## config.mk

```make
export PLATFORM = sky130hd
export DESIGN_NAME = i2c_target_flat
export DESIGN_NICKNAME = d
export VERILOG_FILES = /design/src/rtl/i2c_pkg.sv /design/src/rtl/i2c_target_if.sv /design/src/rtl/i2c_sync_edge.sv /design/src/rtl/i2c_target.sv /design/src/flat_wrapper.sv
export SDC_FILE = /design/constraint.sdc
export NUM_CORES = 1
export LEC_CHECK = 0
export CAP_MARGIN = 15
export CORE_ASPECT_RATIO = 0.6
export CORE_MARGIN = 2
export CORE_UTILIZATION = 55
export DETAILED_ROUTE_END_ITERATION = 10
export PLACE_DENSITY = 0.8
export REMOVE_ABC_BUFFERS = 1
export SYNTH_ARGS = -nofsm -noshare
export SYNTH_HDL_FRONTEND = slang
export SYNTH_SLANG_ARGS = --single-unit
```

## constraint.sdc

```tcl
create_clock -name clk -period 2.89 [get_ports clk]
set_clock_uncertainty 0.15 [all_clocks]
set_input_delay 0.578 -clock clk [delete_from_list [all_inputs] [get_ports clk]]
set_output_delay 0.578 -clock clk [all_outputs]
set_load 0.03 [all_outputs]
```

## src/rtl/i2c_pkg.sv

```systemverilog
// Shared definitions for the I2C target: FSM states, ACK levels, counter width.
package i2c_pkg;
  localparam int CNT_W = 4;

  localparam logic I2C_ACK  = 1'b0;
  localparam logic I2C_NACK = 1'b1;

  typedef enum logic [2:0] {
    ST_IDLE,
    ST_ADDR,
    ST_ADDR_ACK,
    ST_PTR,
    ST_WRITE,
    ST_READ,
    ST_IGNORE
  } state_t;
endpackage

```

## src/rtl/i2c_target_if.sv

```systemverilog
// Register access port between the I2C target and the user register file.
interface i2c_target_if;
  logic       wr_en;
  logic [7:0] wr_addr;
  logic [7:0] wr_data;
  logic [7:0] rd_addr;
  logic [7:0] rd_data;

  modport master (output wr_en, wr_addr, wr_data, rd_addr, input rd_data);
  modport slave  (input wr_en, wr_addr, wr_data, rd_addr, output rd_data);
endinterface

```

## src/rtl/i2c_sync_edge.sv

```systemverilog
// Two-flop synchroniser plus history flop; level and edge pulses from the
// synchronised value only.
module i2c_sync_edge (
  input  logic clk,
  input  logic rst,
  input  logic din,
  output logic lvl,
  output logic rise,
  output logic fall
);
  logic [2:0] sr;

  // sr[1:0] synchronise, sr[2] is history; idle bus reads high
  always_ff @(posedge clk) begin
    if (rst) sr <= 3'b111;
    else     sr <= {sr[1:0], din};
  end

  assign lvl  = sr[1];
  assign rise =  sr[1] & ~sr[2];
  assign fall = ~sr[1] &  sr[2];
endmodule

```

## src/rtl/i2c_target.sv

```systemverilog
// I2C target with byte-register access: pointer byte after a write address,
// auto-incrementing writes and reads, open-drain SDA, no clock stretching.
module i2c_target
  import i2c_pkg::*;
#(
  parameter logic [6:0] TARGET_ADDR = 7'h42
) (
  input  logic         clk,
  input  logic         rst,
  input  logic         scl_i,
  input  logic         sda_i,
  output logic         sda_oe,
  output logic         busy,
  i2c_target_if.master rbus
);
  logic scl_lvl, scl_rise, scl_fall;
  logic sda_lvl, sda_rise, sda_fall;
  logic start, stop;

  i2c_sync_edge u_scl (.clk(clk), .rst(rst), .din(scl_i),
                       .lvl(scl_lvl), .rise(scl_rise), .fall(scl_fall));
  i2c_sync_edge u_sda (.clk(clk), .rst(rst), .din(sda_i),
                       .lvl(sda_lvl), .rise(sda_rise), .fall(sda_fall));

  assign start = scl_lvl & sda_fall;
  assign stop  = scl_lvl & sda_rise;

  state_t           state, state_n;
  logic [CNT_W-1:0] cnt, cnt_n;     // SCL rises seen in the current 9-clock frame
  logic [7:0]       sh, sh_n;
  logic [7:0]       ptr, ptr_n;
  logic             oe_n, busy_n;
  logic             wen_n;
  logic [7:0]       waddr_n, wdata_n;
  logic [7:0]       byte_in;

  assign byte_in      = {sh[6:0], sda_lvl};
  assign rbus.rd_addr = ptr;

  // State and datapath registers
  always_ff @(posedge clk) begin
    if (rst) begin
      state        <= ST_IDLE;
      cnt          <= '0;
      sh           <= '0;
      ptr          <= '0;
      sda_oe       <= 1'b0;
      busy         <= 1'b0;
      rbus.wr_en   <= 1'b0;
      rbus.wr_addr <= '0;
      rbus.wr_data <= '0;
    end else begin
      state        <= state_n;
      cnt          <= cnt_n;
      sh           <= sh_n;
      ptr          <= ptr_n;
      sda_oe       <= oe_n;
      busy         <= busy_n;
      rbus.wr_en   <= wen_n;
      rbus.wr_addr <= waddr_n;
      rbus.wr_data <= wdata_n;
    end
  end

  // Next state and outputs; STOP beats START beats SCL bit events
  always_comb begin
    state_n = state;
    cnt_n   = cnt;
    sh_n    = sh;
    ptr_n   = ptr;
    oe_n    = sda_oe;
    wen_n   = 1'b0;
    waddr_n = rbus.wr_addr;
    wdata_n = rbus.wr_data;

    if (stop) begin
      state_n = ST_IDLE;
      cnt_n   = '0;
      oe_n    = 1'b0;
    end else if (start) begin
      state_n = ST_ADDR;
      cnt_n   = '0;
      oe_n    = 1'b0;
    end else begin
      case (state)
        ST_ADDR: begin
          if (scl_rise) begin
            sh_n  = byte_in;
            cnt_n = cnt + 1'b1;
            if (cnt == CNT_W'(7))
              state_n = (byte_in[7:1] == TARGET_ADDR) ? ST_ADDR_ACK : ST_IGNORE;
          end
        end

        ST_ADDR_ACK: begin
          // first fall starts the ACK, second fall ends it and turns the bus
          if (scl_rise) begin
            cnt_n = CNT_W'(9);
          end else if (scl_fall) begin
            if (cnt == CNT_W'(8)) begin
              oe_n = ~I2C_ACK;
            end else begin
              cnt_n = '0;
              if (sh[0]) begin
                state_n = ST_READ;
                sh_n    = rbus.rd_data;
                oe_n    = ~rbus.rd_data[7];
                ptr_n   = ptr + 8'd1;
              end else begin
                state_n = ST_PTR;
                oe_n    = 1'b0;
              end
            end
          end
        end

        ST_PTR, ST_WRITE: begin
          if (scl_rise) begin
            if (cnt < CNT_W'(8)) begin
              sh_n  = byte_in;
              cnt_n = cnt + 1'b1;
              if (cnt == CNT_W'(7)) begin
                if (state == ST_PTR) begin
                  ptr_n = byte_in;
                end else begin
                  wen_n   = 1'b1;
                  waddr_n = ptr;
                  wdata_n = byte_in;
                  ptr_n   = ptr + 8'd1;
                end
              end
            end else begin
              cnt_n = CNT_W'(9);
            end
          end else if (scl_fall) begin
            if (cnt == CNT_W'(8)) begin
              oe_n = ~I2C_ACK;
            end else if (cnt == CNT_W'(9)) begin
              oe_n    = 1'b0;
              cnt_n   = '0;
              state_n = ST_WRITE;
            end
          end
        end

        ST_READ: begin
          // first bit was already put on the bus when the byte was loaded
          if (scl_rise) begin
            if (cnt < CNT_W'(8))           cnt_n   = cnt + 1'b1;
            else if (sda_lvl == I2C_NACK) state_n = ST_IGNORE;
            else                          cnt_n   = CNT_W'(9);
          end else if (scl_fall) begin
            if (cnt != '0 && cnt < CNT_W'(8)) begin
              sh_n = {sh[6:0], 1'b0};
              oe_n = ~sh[6];
            end else if (cnt == CNT_W'(8)) begin
              oe_n = 1'b0;
            end else if (cnt == CNT_W'(9)) begin
              sh_n  = rbus.rd_data;
              oe_n  = ~rbus.rd_data[7];
              ptr_n = ptr + 8'd1;
              cnt_n = '0;
            end
          end
        end

        ST_IGNORE: oe_n = 1'b0;
        ST_IDLE:   oe_n = 1'b0;
        default:   state_n = ST_IDLE;
      endcase
    end

    busy_n = busy;
    if (state_n == ST_ADDR_ACK)                          busy_n = 1'b1;
    else if (state_n == ST_IDLE || state_n == ST_IGNORE) busy_n = 1'b0;
  end
endmodule

```

## src/flat_wrapper.sv

```systemverilog
// flat-port wrapper written by rule: the top's interface ports become plain ports
module i2c_target_flat import i2c_pkg::*;
#(
  parameter logic [6:0] TARGET_ADDR = 7'h42
)
  (clk, rst, scl_i, sda_i, sda_oe, busy, rbus_wr_en, rbus_wr_addr, rbus_wr_data, rbus_rd_addr, rbus_rd_data);
  i2c_target_if rbus_i ();
  input  logic clk;
  input  logic rst;
  input  logic scl_i;
  input  logic sda_i;
  output logic sda_oe;
  output logic busy;
  output wire logic [$bits(rbus_i.wr_en)-1:0] rbus_wr_en;
  output wire logic [$bits(rbus_i.wr_addr)-1:0] rbus_wr_addr;
  output wire logic [$bits(rbus_i.wr_data)-1:0] rbus_wr_data;
  output wire logic [$bits(rbus_i.rd_addr)-1:0] rbus_rd_addr;
  input wire logic [$bits(rbus_i.rd_data)-1:0] rbus_rd_data;
  assign rbus_wr_en = rbus_i.wr_en;
  assign rbus_wr_addr = rbus_i.wr_addr;
  assign rbus_wr_data = rbus_i.wr_data;
  assign rbus_rd_addr = rbus_i.rd_addr;
  assign rbus_i.rd_data = rbus_rd_data;
  i2c_target #(.TARGET_ADDR(TARGET_ADDR)) u_core (.clk(clk), .rst(rst), .scl_i(scl_i), .sda_i(sda_i), .sda_oe(sda_oe), .busy(busy), .rbus(rbus_i));
endmodule
```

==> reports/results.ini <==
[status]
outcome = finished clean

[setup_path]
crit_type = reg2reg
timing.critical_path.required_ns = 2.91
critical_path.slowest_cell = sky130_fd_sc_hd__dfxtp_1
worst_setup_path_startpoint = u_core.cnt[0]$_SDFFE_PP0P_
cpPeakStageDelay_ns = 0.45
arrival_ns = 2.53
worst-r2r-cell-count = 7
list_of_cells_traversed_by_the_critical_path = inv_1, ha_1, and4bb_2, o21ai_1, a32o_1, o311ai_0, o31ai_1
r2r_start = u_core.cnt[0]$_SDFFE_PP0P_
timing.reg2reg.setup_slack_ns = 0.39
timing.critical_path.fanout_max = 7
cp-start-kind = flop
worstReg2RegEnd = u_core.rbus.rd_addr[3]$_SDFFE_PP0P_
critPathCaptureType = flop
worst_setup_path_endpoint = u_core.rbus.rd_addr[3]$_SDFFE_PP0P_

[timing]
rsz0062_at_grt = false
timing.max_slew.rel_slack_pct = 55.7
timing.hold.ws_ns = 0.265
achievable-frequency_ghz = 0.400
period_needed_ns = 2.50
setup_viol = 0
worstMarginPinSlew_ns = 0.664
final.setup.tns_ns = 0
hold_viol_final = 0
final_max_slew_viol_count = 0
layout_worst_path_cycle_share_pct = 86.6

[route]
detailroute.via_count = 2788
dr.first_iter.drc_count = 291
drtPass1Iterations = 5
routedWlPerCell_um = 18.0
drt.antenna.violating_nets = 0
route.detailed.drc = 0
drt-total-wl_um = 7670
detail_route.vias_per_cell = 6.53

[clock_tree]
cts_made_buffers = 5
clock_latency_ns = 0.30
number_of_gates_resized_after_cts = 0
number_of_clock_sinks = 47
cts.repair_timing.setup_buffer_count = 0
cts_hold_buffers = 0
clock_tree.buffer_depth = 2
cts_tree = done
htree_num_levels = 2
path_clk_slew_ns = 0.09
cts_root_buffer = sky130_fd_sc_hd__clkbuf_8

[power_and_ir_drop]
power-per-cell-area_mw_per_mm2 = 342
vdd_ir_drop_max_v = 0.000222
static_leak_nw = 1.32
fin_total_pwr_mw = 1.16

[synthesis]
portion_of_the_post_synthesis_area_used_by_sequential_elements_pct = 32.4
synth-edff-count = 0
ys_dominant_reg_cell = sky130_fd_sc_hd__dfxtp_1
synth.cell_area_mm2 = 0.00290
synthArstFlopShare_pct = 0
yosys_warnings = 0
synth-seq-cells = 47
netlist-cell-type-count = 71
synthesis.instances = 334
postSynthAreaPerCell_um2 = 8.69

[global_routing]
vias_in_the_first_global_route = 2418
grt_first_pass_wirelength_um = 12500
global_route_usage_sum_pct = 26.4
grt_start_max_net_pins = 24
overflow = 0
grt_antenna_before_repair = 0

[placed_design]
dpl-instance-area_mm2 = 0.00330
post-dp-hpwl_um = 5510
routabilityCongestion = 0.886
port_buffers = 38

[finish]
design_area_mm2 = 0.00339
multi_input_area_mm2 = 0.00179
most_frequent_standard_cell_in_the_layout_excluding_fill_and_tap_cells = sky130_fd_sc_hd__dfxtp_1
antenna_cells = 0
design.final.nets = 377
final-seq-area_um2 = 941
nFillCells = 415
area_growth_pct = 16.6
mostFrequentLayoutCells = sky130_fd_sc_hd__dfxtp_1, sky130_fd_sc_hd__clkdlybuf4s50_1, sky130_fd_sc_hd__nor2_1
drive_above_1_share_pct = 11.6

[floorplanning]
fp.dieW_um = 97.8
die-height_um = 60.3
dieArea_mm2 = 0.00589
initial_core_util_pct = 57.1
row_count = 20
core-area_mm2 = 0.00508
top_level_ports = 39

[hold_path]
hp-class = reg2reg

[run]
max-cap-violations = 0

-- routing by layer --
| metal | wire (um) | part of all wire [%] | track usage [%] | vias up |
|---|---|---|---|---|
| met5 | 0 | 0 | 0 | - |
| met4 | 19 | 0.25 | 3.17 | 0 |
| met3 | 802 | 10 | 6.32 | 4 |
| met2 | 3100 | 40 | 36.6 | 150 |
| met1 | 3740 | 49 | 41.8 | 1306 |
| li1 | - | - | - | 1328 |
-- power breakdown --
| group | internal, mW | total, mW | leakage (nW) | switching (mW) |
|---|---|---|---|---|
| Sequential | 0.653 | 0.666 | 0.380 | 0.0124 |
| Combinational | 0.0384 | 0.0866 | 0.894 | 0.0481 |
| Clock | 0.171 | 0.406 | 0.0483 | 0.235 |
-- cells in the mapped netlist, drive strengths merged (4+ instances only) --
library cell  count  area, um^2
dfxtp            47         941
nor2             29         111
a21oi            22         114
mux2i            18         180
buf              17        97.6
nand2            17        63.8
o21ai            13        72.6
clkbuf           12        45.0
nor2b            12        77.6
nand3             9        45.0
o31ai             8        60.1
inv               7        26.3
a21o              6        45.0
a32o              6        60.1
and3b             6        56.3
nor3              6        30.0
o311a             6        60.1
o311ai            6        52.6
or2               6        37.5
and3              5        31.3
ha                5        62.6
a31oi             4        25.0
a32oi             4        42.6
nand2b            4        25.0
nand4             4        25.0
nor3b             4        35.0
-- cell families after synthesis --
group           Yosys count  share of synthesized area [%]
compound gates          107                           29.2
simple gates            118                           23.3
fa+ha+maj                 5                           2.16
flops                    47                           32.4
buf+inv                  36                           5.82
mux                      18                           6.21
xor+xnor                  3                          0.905
-- area by class of cell --
cell class                 count  share of cell area, %
timing repair buffer          48                   13.5
tap                           66                   2.44
multi-input combinational    251                   53.0
inverter                       7                  0.776
sequential                    47                   27.8
clock buffer                   5                   2.03
clock inverter                 3                  0.554
-- metrics by stage --
stage | utilization [%] | std cells | setup slack (ns)
2_1_floorplan | - | 305 | 0.405
3_3_place_gp | 64.9 | 419 | 0.528
3_5_place_dp | 64.9 | 419 | 0.503
4_1_cts | 66.7 | 427 | 0.410
5_1_grt | 66.7 | 427 | 0.157
6_report | 66.7 | 427 | 0.388
-- flip-flops by register name, indices dropped and copies added (netlist names) --
register             count
u_core.rbus.rd_addr      8
u_core.rbus.wr_addr      8
u_core.rbus.wr_data      8
u_core.sh                7
u_core.cnt               4
u_core.state             3
u_core.u_scl.sr          3
u_core.u_sda.sr          3
u_core.busy              1
u_core.rbus.wr_en        1
u_core.sda_oe            1
-- critical path: cells and delay by family (launching register included) --
kind                     cells  cell delay (ns)
flip-flops                   1             0.45
AND/OR/NAND/NOR              1             0.44
AO/OA/AOI/OAI                4             0.98
buffers and inverters        1             0.07
adder cells (fa/ha/maj)      1             0.27
-- how the worst min path moves through the flow --
stage	start	endpoint	slack (ns)	cells after the start
global placement	u_core.u_scl.sr[0]$_SDFF_PP1_	u_core.u_scl.sr[1]$_SDFF_PP1_	0.24	1
floorplan	u_core.u_scl.sr[0]$_SDFF_PP1_	u_core.u_scl.sr[1]$_SDFF_PP1_	0.24	1
detailed placement	u_core.u_scl.sr[0]$_SDFF_PP1_	u_core.u_scl.sr[1]$_SDFF_PP1_	0.24	1
global route	u_core.u_scl.sr[0]$_SDFF_PP1_	u_core.u_scl.sr[1]$_SDFF_PP1_	0.28	1
CTS	u_core.u_scl.sr[0]$_SDFF_PP1_	u_core.u_scl.sr[1]$_SDFF_PP1_	0.27	1
finish	u_core.u_scl.sr[0]$_SDFF_PP1_	u_core.u_scl.sr[1]$_SDFF_PP1_	0.27	1
Power figures use the tool's default switching activity.
